File: config.mk
export PLATFORM = sky130hd
export DESIGN_NAME = msf_frame_encoder_flat
export DESIGN_NICKNAME = d
export VERILOG_FILES = /design/src/rtl/msf_frame_encoder_if.sv /design/src/rtl/msf_frame_encoder.sv /design/src/flat_wrapper.sv
export SDC_FILE = /design/constraint.sdc
export NUM_CORES = 1
export LEC_CHECK = 0
export ABC_AREA = 1
export CORE_MARGIN = 2
export CORE_UTILIZATION = 45
export DETAILED_ROUTE_END_ITERATION = 6
export PLACE_DENSITY = 0.69
export SYNTH_ARGS = -nofsm -noshare
export SYNTH_HDL_FRONTEND = slang
export SYNTH_SLANG_ARGS = --single-unit
File: constraint.sdc
create_clock -name clk_i -period 8.13 [get_ports clk_i]
set_input_delay 0.813 -clock clk_i [delete_from_list [all_inputs] [get_ports clk_i]]
set_output_delay 0.813 -clock clk_i [all_outputs]
set_load 0.01 [all_outputs]
File: src/rtl/msf_frame_encoder_if.sv
// Frame-load channel of the MSF encoder: one 60-bit A/B frame per valid/ready handshake.
// A transfer happens on a clk edge where load_valid_i && load_ready_o; valid is ignored while ready is low.
interface msf_frame_encoder_if;
    logic [59:0] a_bits_i;
    logic [59:0] b_bits_i;
    logic        load_valid_i;
    logic        load_ready_o;

    modport master (output a_bits_i, output b_bits_i, output load_valid_i, input load_ready_o);
    modport slave  (input a_bits_i, input b_bits_i, input load_valid_i, output load_ready_o);
endinterface

File: src/rtl/msf_frame_encoder.sv
// MSF time-code transmitter: double-buffered 60 s A/B frame to a carrier-off waveform.
// Optional build macro MSF_ENC_PARITY_EN replaces B[54..57] with odd parity over the A-bit groups.
module msf_frame_encoder #(
    parameter int CLK_PER_SLOT = 100
) (
    input  logic                clk_i,
    input  logic                rst_i,
    input  logic                enable_i,
    msf_frame_encoder_if.slave  load,
    output logic                data_o,
    output logic [5:0]          second_o,
    output logic [3:0]          slot_o,
    output logic                frame_start_o,
    output logic                underrun_o,
    output logic                state_o
);
    localparam int TW = (CLK_PER_SLOT > 1) ? $clog2(CLK_PER_SLOT) : 1;
    localparam logic [TW-1:0] TICK_LAST = TW'(CLK_PER_SLOT - 1);

    typedef enum logic {S_IDLE, S_RUN} state_t;

    state_t        state;
    logic [TW-1:0] tick;
    logic [59:0]   shadow_a, shadow_b;
    logic [59:0]   active_a, active_b;
    logic          shadow_full;
    logic          load_fire;
    logic          tick_wrap, slot_wrap, frame_wrap;
    logic [TW-1:0] tick_nxt;
    logic [3:0]    slot_nxt;
    logic [5:0]    sec_nxt;
    logic          data_nxt;
    logic [59:0]   xfer_b;

    assign load.load_ready_o = !shadow_full;
    assign load_fire         = load.load_valid_i && !shadow_full;
    assign state_o           = (state == S_RUN);

`ifdef MSF_ENC_PARITY_EN
    // Parity bit makes the group plus itself carry an odd number of ones.
    always_comb begin
        xfer_b     = shadow_b;
        xfer_b[54] = ~^shadow_a[24:17];
        xfer_b[55] = ~^shadow_a[35:25];
        xfer_b[56] = ~^shadow_a[38:36];
        xfer_b[57] = ~^shadow_a[51:39];
    end
`else
    assign xfer_b = shadow_b;
`endif

    // Waveform is derived from the next counter values so data_o lines up with second_o/slot_o.
    always_comb begin
        tick_wrap  = (tick == TICK_LAST);
        slot_wrap  = tick_wrap && (slot_o == 4'd9);
        frame_wrap = slot_wrap && (second_o == 6'd59);
        tick_nxt   = tick_wrap ? '0 : tick + TW'(1);
        slot_nxt   = slot_o;
        if (tick_wrap) slot_nxt = slot_wrap ? 4'd0 : slot_o + 4'd1;
        sec_nxt    = second_o;
        if (slot_wrap) sec_nxt = frame_wrap ? 6'd0 : second_o + 6'd1;
        data_nxt   = 1'b0;
        if (sec_nxt == 6'd0) begin
            data_nxt = (slot_nxt < 4'd5);
        end else begin
            case (slot_nxt)
                4'd0:    data_nxt = 1'b1;
                4'd1:    data_nxt = active_a[sec_nxt];
                4'd2:    data_nxt = active_b[sec_nxt];
                default: data_nxt = 1'b0;
            endcase
        end
    end

    always_ff @(posedge clk_i or posedge rst_i) begin
        if (rst_i) begin
            state         <= S_IDLE;
            tick          <= '0;
            slot_o        <= '0;
            second_o      <= '0;
            data_o        <= 1'b0;
            frame_start_o <= 1'b0;
            underrun_o    <= 1'b0;
            shadow_full   <= 1'b0;
            shadow_a      <= '0;
            shadow_b      <= '0;
            active_a      <= '0;
            active_b      <= '0;
        end else begin
            frame_start_o <= 1'b0;
            underrun_o    <= 1'b0;
            // A load can only land while the shadow is empty, so it never collides with a swap.
            if (load_fire) begin
                shadow_a    <= load.a_bits_i;
                shadow_b    <= load.b_bits_i;
                shadow_full <= 1'b1;
            end
            case (state)
                S_IDLE: begin
                    data_o <= 1'b0;
                    if (enable_i && shadow_full) begin
                        state         <= S_RUN;
                        active_a      <= shadow_a;
                        active_b      <= xfer_b;
                        shadow_full   <= 1'b0;
                        tick          <= '0;
                        slot_o        <= '0;
                        second_o      <= '0;
                        data_o        <= 1'b1;
                        frame_start_o <= 1'b1;
                    end
                end
                S_RUN: begin
                    if (!enable_i) begin
                        state    <= S_IDLE;
                        data_o   <= 1'b0;
                        tick     <= '0;
                        slot_o   <= '0;
                        second_o <= '0;
                    end else begin
                        tick     <= tick_nxt;
                        slot_o   <= slot_nxt;
                        second_o <= sec_nxt;
                        data_o   <= data_nxt;
                        if (frame_wrap) begin
                            frame_start_o <= 1'b1;
                            if (shadow_full) begin
                                active_a    <= shadow_a;
                                active_b    <= xfer_b;
                                shadow_full <= 1'b0;
                            end else begin
                                underrun_o  <= 1'b1;
                            end
                        end
                    end
                end
                default: state <= S_IDLE;
            endcase
        end
    end
endmodule
File: src/flat_wrapper.sv
// flat-port wrapper written by rule: the top's interface ports become plain ports
module msf_frame_encoder_flat 
#(
    parameter int CLK_PER_SLOT = 100
)
  (clk_i, rst_i, enable_i, data_o, second_o, slot_o, frame_start_o, underrun_o, state_o, load_a_bits_i, load_b_bits_i, load_load_valid_i, load_load_ready_o);
  msf_frame_encoder_if load_i ();
  input  logic clk_i;
  input  logic rst_i;
  input  logic enable_i;
  output logic data_o;
  output logic [5:0] second_o;
  output logic [3:0] slot_o;
  output logic frame_start_o;
  output logic underrun_o;
  output logic state_o;
  input wire logic [$bits(load_i.a_bits_i)-1:0] load_a_bits_i;
  input wire logic [$bits(load_i.b_bits_i)-1:0] load_b_bits_i;
  input wire logic [$bits(load_i.load_valid_i)-1:0] load_load_valid_i;
  output wire logic [$bits(load_i.load_ready_o)-1:0] load_load_ready_o;
  assign load_i.a_bits_i = load_a_bits_i;
  assign load_i.b_bits_i = load_b_bits_i;
  assign load_i.load_valid_i = load_load_valid_i;
  assign load_load_ready_o = load_i.load_ready_o;
  msf_frame_encoder #(.CLK_PER_SLOT(CLK_PER_SLOT)) u_core (.clk_i(clk_i), .rst_i(rst_i), .enable_i(enable_i), .load(load_i), .data_o(data_o), .second_o(second_o), .slot_o(slot_o), .frame_start_o(frame_start_o), .underrun_o(underrun_o), .state_o(state_o));
endmodule
==> impl_metrics.py <==
metrics = {
    "place": {
        "io_buffers": 138,
        "dp_slack_ns": 4.74,
        "dpl.hpwl_microns": 15800,
        "place_congestion": 0.811,
    },
    "yosys": {
        "synth-seq-cells": 262,
        "yosysUniqueCellTypes": 35,
        "syn_inst": 1079,
        "yosysWarnings": 0,
        "synth.avg_cell_area_sq_um": 10.7,
        "syn-num-nets": 1207,
        "ys_seq_area_frac": 0.566,
        "netlist_area_sq_um": 11600,
    },
    "global_routing": {
        "grt_first_pass_wirelength_microns": 41600,
        "grt_pass1_vias": 8266,
        "grt_usage": 0.193,
        "grt_max_degree": 141,
        "overflow": 0,
        "antenna_found_initial": 0,
    },
    "worst_setup_path": {
        "required_ns": 8.56,
        "cp.arrival_ns": 3.82,
        "path_class": "register to register",
        "rr_startpoint": "u_core.second_o[1]",
        "cp_max_fo": 13,
        "rr_endpoint": "u_core.data_o",
        "crit_start": "u_core.second_o[1]",
        "rr_worst_depth": 19,
        "r2r_slack_ns": 4.74,
        "crit_path_end_kind": "register",
        "cp-start-kind": "register",
    },
    "detailed_routing": {
        "firstDrtPassIters": 5,
        "drt_iter0_markers": 553,
        "drt-wirelength-per-cell_microns": 16.4,
        "viasPerCell": 5.15,
        "vias": 7987,
        "wirelength_microns": 25400,
        "drc": 0,
        "final_antenna_net_count": 0,
    },
    "die": {
        "num_rows": 58,
        "initial_utilization": 0.459,
        "ios": 139,
        "dieWidth_microns": 164,
        "die-area_sq_um": 27000,
        "die_h_microns": 164,
        "coreArea_sq_um": 25300,
    },
    "cells_and_area": {
        "final_common_cell": "dfrtp_1",
        "drive_gt1_frac": 0.217,
        "nets": 1326,
        "n_fill_cell": 2237,
        "area_delta_synth_final_pct": 22.1,
        "diodes": 0,
        "seq_area_sq_um": 6560,
        "multi_input_area_sq_um": 4410,
        "layout_common_cells": "dfrtp_1 (262), nand2_1 (218), mux2_2 (179)",
    },
    "flow_run": {
        "maxCapViolCount": 0,
    },
    "timing": {
        "fin_ws_ns": 4.74,
        "setup_violations": 0,
        "hold_viol": 0,
        "slew_headroom": 0.238,
        "rsz0062_at_grt": "false",
        "fin_crit_ns": 3.39,
        "fmax_ghz": 0.295,
        "finalClockSkew_ns": 0.0143,
        "worst_pin_slew_ns": 1.14,
        "slew_violations": 0,
        "setup_tns_ns": 0,
        "period_share": 0.417,
    },
    "clock_network": {
        "clockBufferDepth": 3,
        "htreeDepth": 1,
        "root_buffer": "clkbuf_16",
        "cts_resized": 0,
        "clock_latency_ns": 0.55,
        "path_clk_slew_ns": 0.06,
        "cts_tree": "yes",
        "postCtsSetupBuffers": 0,
        "clkSinkCount": 262,
        "cts_hold_buf": 0,
        "numCtsBuffers": 29,
    },
    "power": {
        "ir_worst_vdd_uv": 185,
        "power_leakage_uw": 0.00626,
        "power_uw": 4390,
        "powerDensity_nw_per_um2": 310,
    },
    "min_path": {
        "hold_path_depth": 2,
        "hp-start": "u_core.shadow_a[54]",
        "hold_class": "register to register",
        "hold_end": "u_core.active_a[54]",
    },
    "outcome": {
        "status": "finished, final reports clean",
    },
}
[how the worst max path moves through the flow]
stage | cells after the start | endpoint | slack (ns)
2_1_floorplan | 1 | u_core.active_a[0] | 0.11
3_3_place_gp | 5 | u_core.active_a[57] | 4.79
3_5_place_dp | 5 | u_core.active_b[20] | 4.74
4_1_cts | 19 | u_core.data_o | 4.74
5_1_grt | 18 | u_core.data_o | 4.43
6_report | 19 | u_core.data_o | 4.74
[synthesized netlist by cell type]
cell type | number | area (sq um)
dfrtp_1 | 262 | 6560
nand2_1 | 219 | 822
mux2_2 | 179 | 2020
nand3_1 | 99 | 495
inv_1 | 86 | 323
o21ai_0 | 71 | 355
nor2_1 | 26 | 97.6
buf_2 | 23 | 115
clkbuf_1 | 21 | 78.8
o22ai_1 | 10 | 62.6
a21oi_1 | 8 | 40.0
buf_6 | 8 | 90.1
o211ai_1 | 7 | 52.6
nand2_2 | 5 | 31.3
nand4_1 | 5 | 31.3
nor2_4 | 5 | 56.3
nor3_1 | 5 | 25.0
ha_1 | 4 | 50.1
inv_2 | 4 | 15.0
xor2_1 | 4 | 35.0
buf_4 | 3 | 22.5
mux2_1 | 3 | 33.8
nand2_4 | 3 | 33.8
nor2_2 | 3 | 18.8
o21ai_2 | 3 | 26.3
a31oi_1 | 2 | 12.5
nand3_2 | 2 | 20.0
o21ai_1 | 2 | 10.0
a22o_1 | 1 | 8.76
a31o_2 | 1 | 8.76
clkinv_1 | 1 | 3.75
inv_4 | 1 | 6.26
nand3b_1 | 1 | 7.51
nor2_8 | 1 | 20.0
or2_2 | 1 | 6.26
[per-stage QoR]
stage,std cells,area (sq um),util,hold WS [ns]
2_1_floorplan,1079,11600,-,0.448
3_3_place_gp,1497,13200,0.521,0.459
3_5_place_dp,1497,13200,0.521,0.469
4_1_cts,1551,14100,0.560,0.481
5_1_grt,1551,14100,0.560,0.509
6_report,1551,14100,0.560,0.472
[kinds of logic (layout without fill, tap and decap cells)]
logic type	count (synthesis)	after routing	share of synthesized area
AND/OR/NAND/NOR	375	375	0.144
flip-flops	262	262	0.566
multiplexers	182	182	0.177
buffers and inverters	147	289	0.0565
AO/OA/AOI/OAI	105	105	0.0498
adder cells (fa/ha/maj)	4	4	0.00432
XOR/XNOR	4	4	0.00302
[power by group]
part | internal, uW | total [uW] | switching (uW)
registers | 1860 | 2130 | 267
logic | 532 | 938 | 406
clock network | 785 | 1320 | 537
total | 3180 | 4390 | 1210
[critical path, stage by stage (launching register included)]
cell	delay (ns)
dfrtp_1	0.48
ha_1	0.27
nand2_1	0.07
inv_1	0.05
nand2_1	0.16
inv_1	0.08
o21ai_0	0.19
nand2_1	0.49
nor2_2	0.63
nand2_1	0.10
nor2_1	0.11
nor2_1	0.06
nand2_1	0.09
nand3_1	0.12
nand3_1	0.10
nand2_1	0.06
inv_2	0.04
nand2_1	0.04
nand2_1	0.07
nand2_1	0.05
[layer usage]
metal  wire length (microns)  GRT usage  up-vias
met1                   11800      0.271     3916
met3                    1300     0.0316       49
met4                     605     0.0545        0
li1                        -          -     3819
met5                       0          0        -
met2                   11700      0.311      203
[layout make-up]
cell class	count	share of cell area
Clock buffer	36	0.0553
Sequential cell	262	0.464
Timing Repair Buffer	143	0.101
Inverter	92	0.0251
Multi-Input combinational cell	670	0.312
Clock inverter	18	0.0142
Tap cell	330	0.0292
[registers in the layout, indices dropped and copies added, names as in the netlist, 4 cells and up]
register / flops
u_core.active_a: 60
u_core.active_b: 60
u_core.shadow_a: 60
u_core.shadow_b: 60
u_core.tick: 7
u_core.second_o: 6
u_core.slot_o: 4
Note: power is estimated with default switching activity, not from simulation.
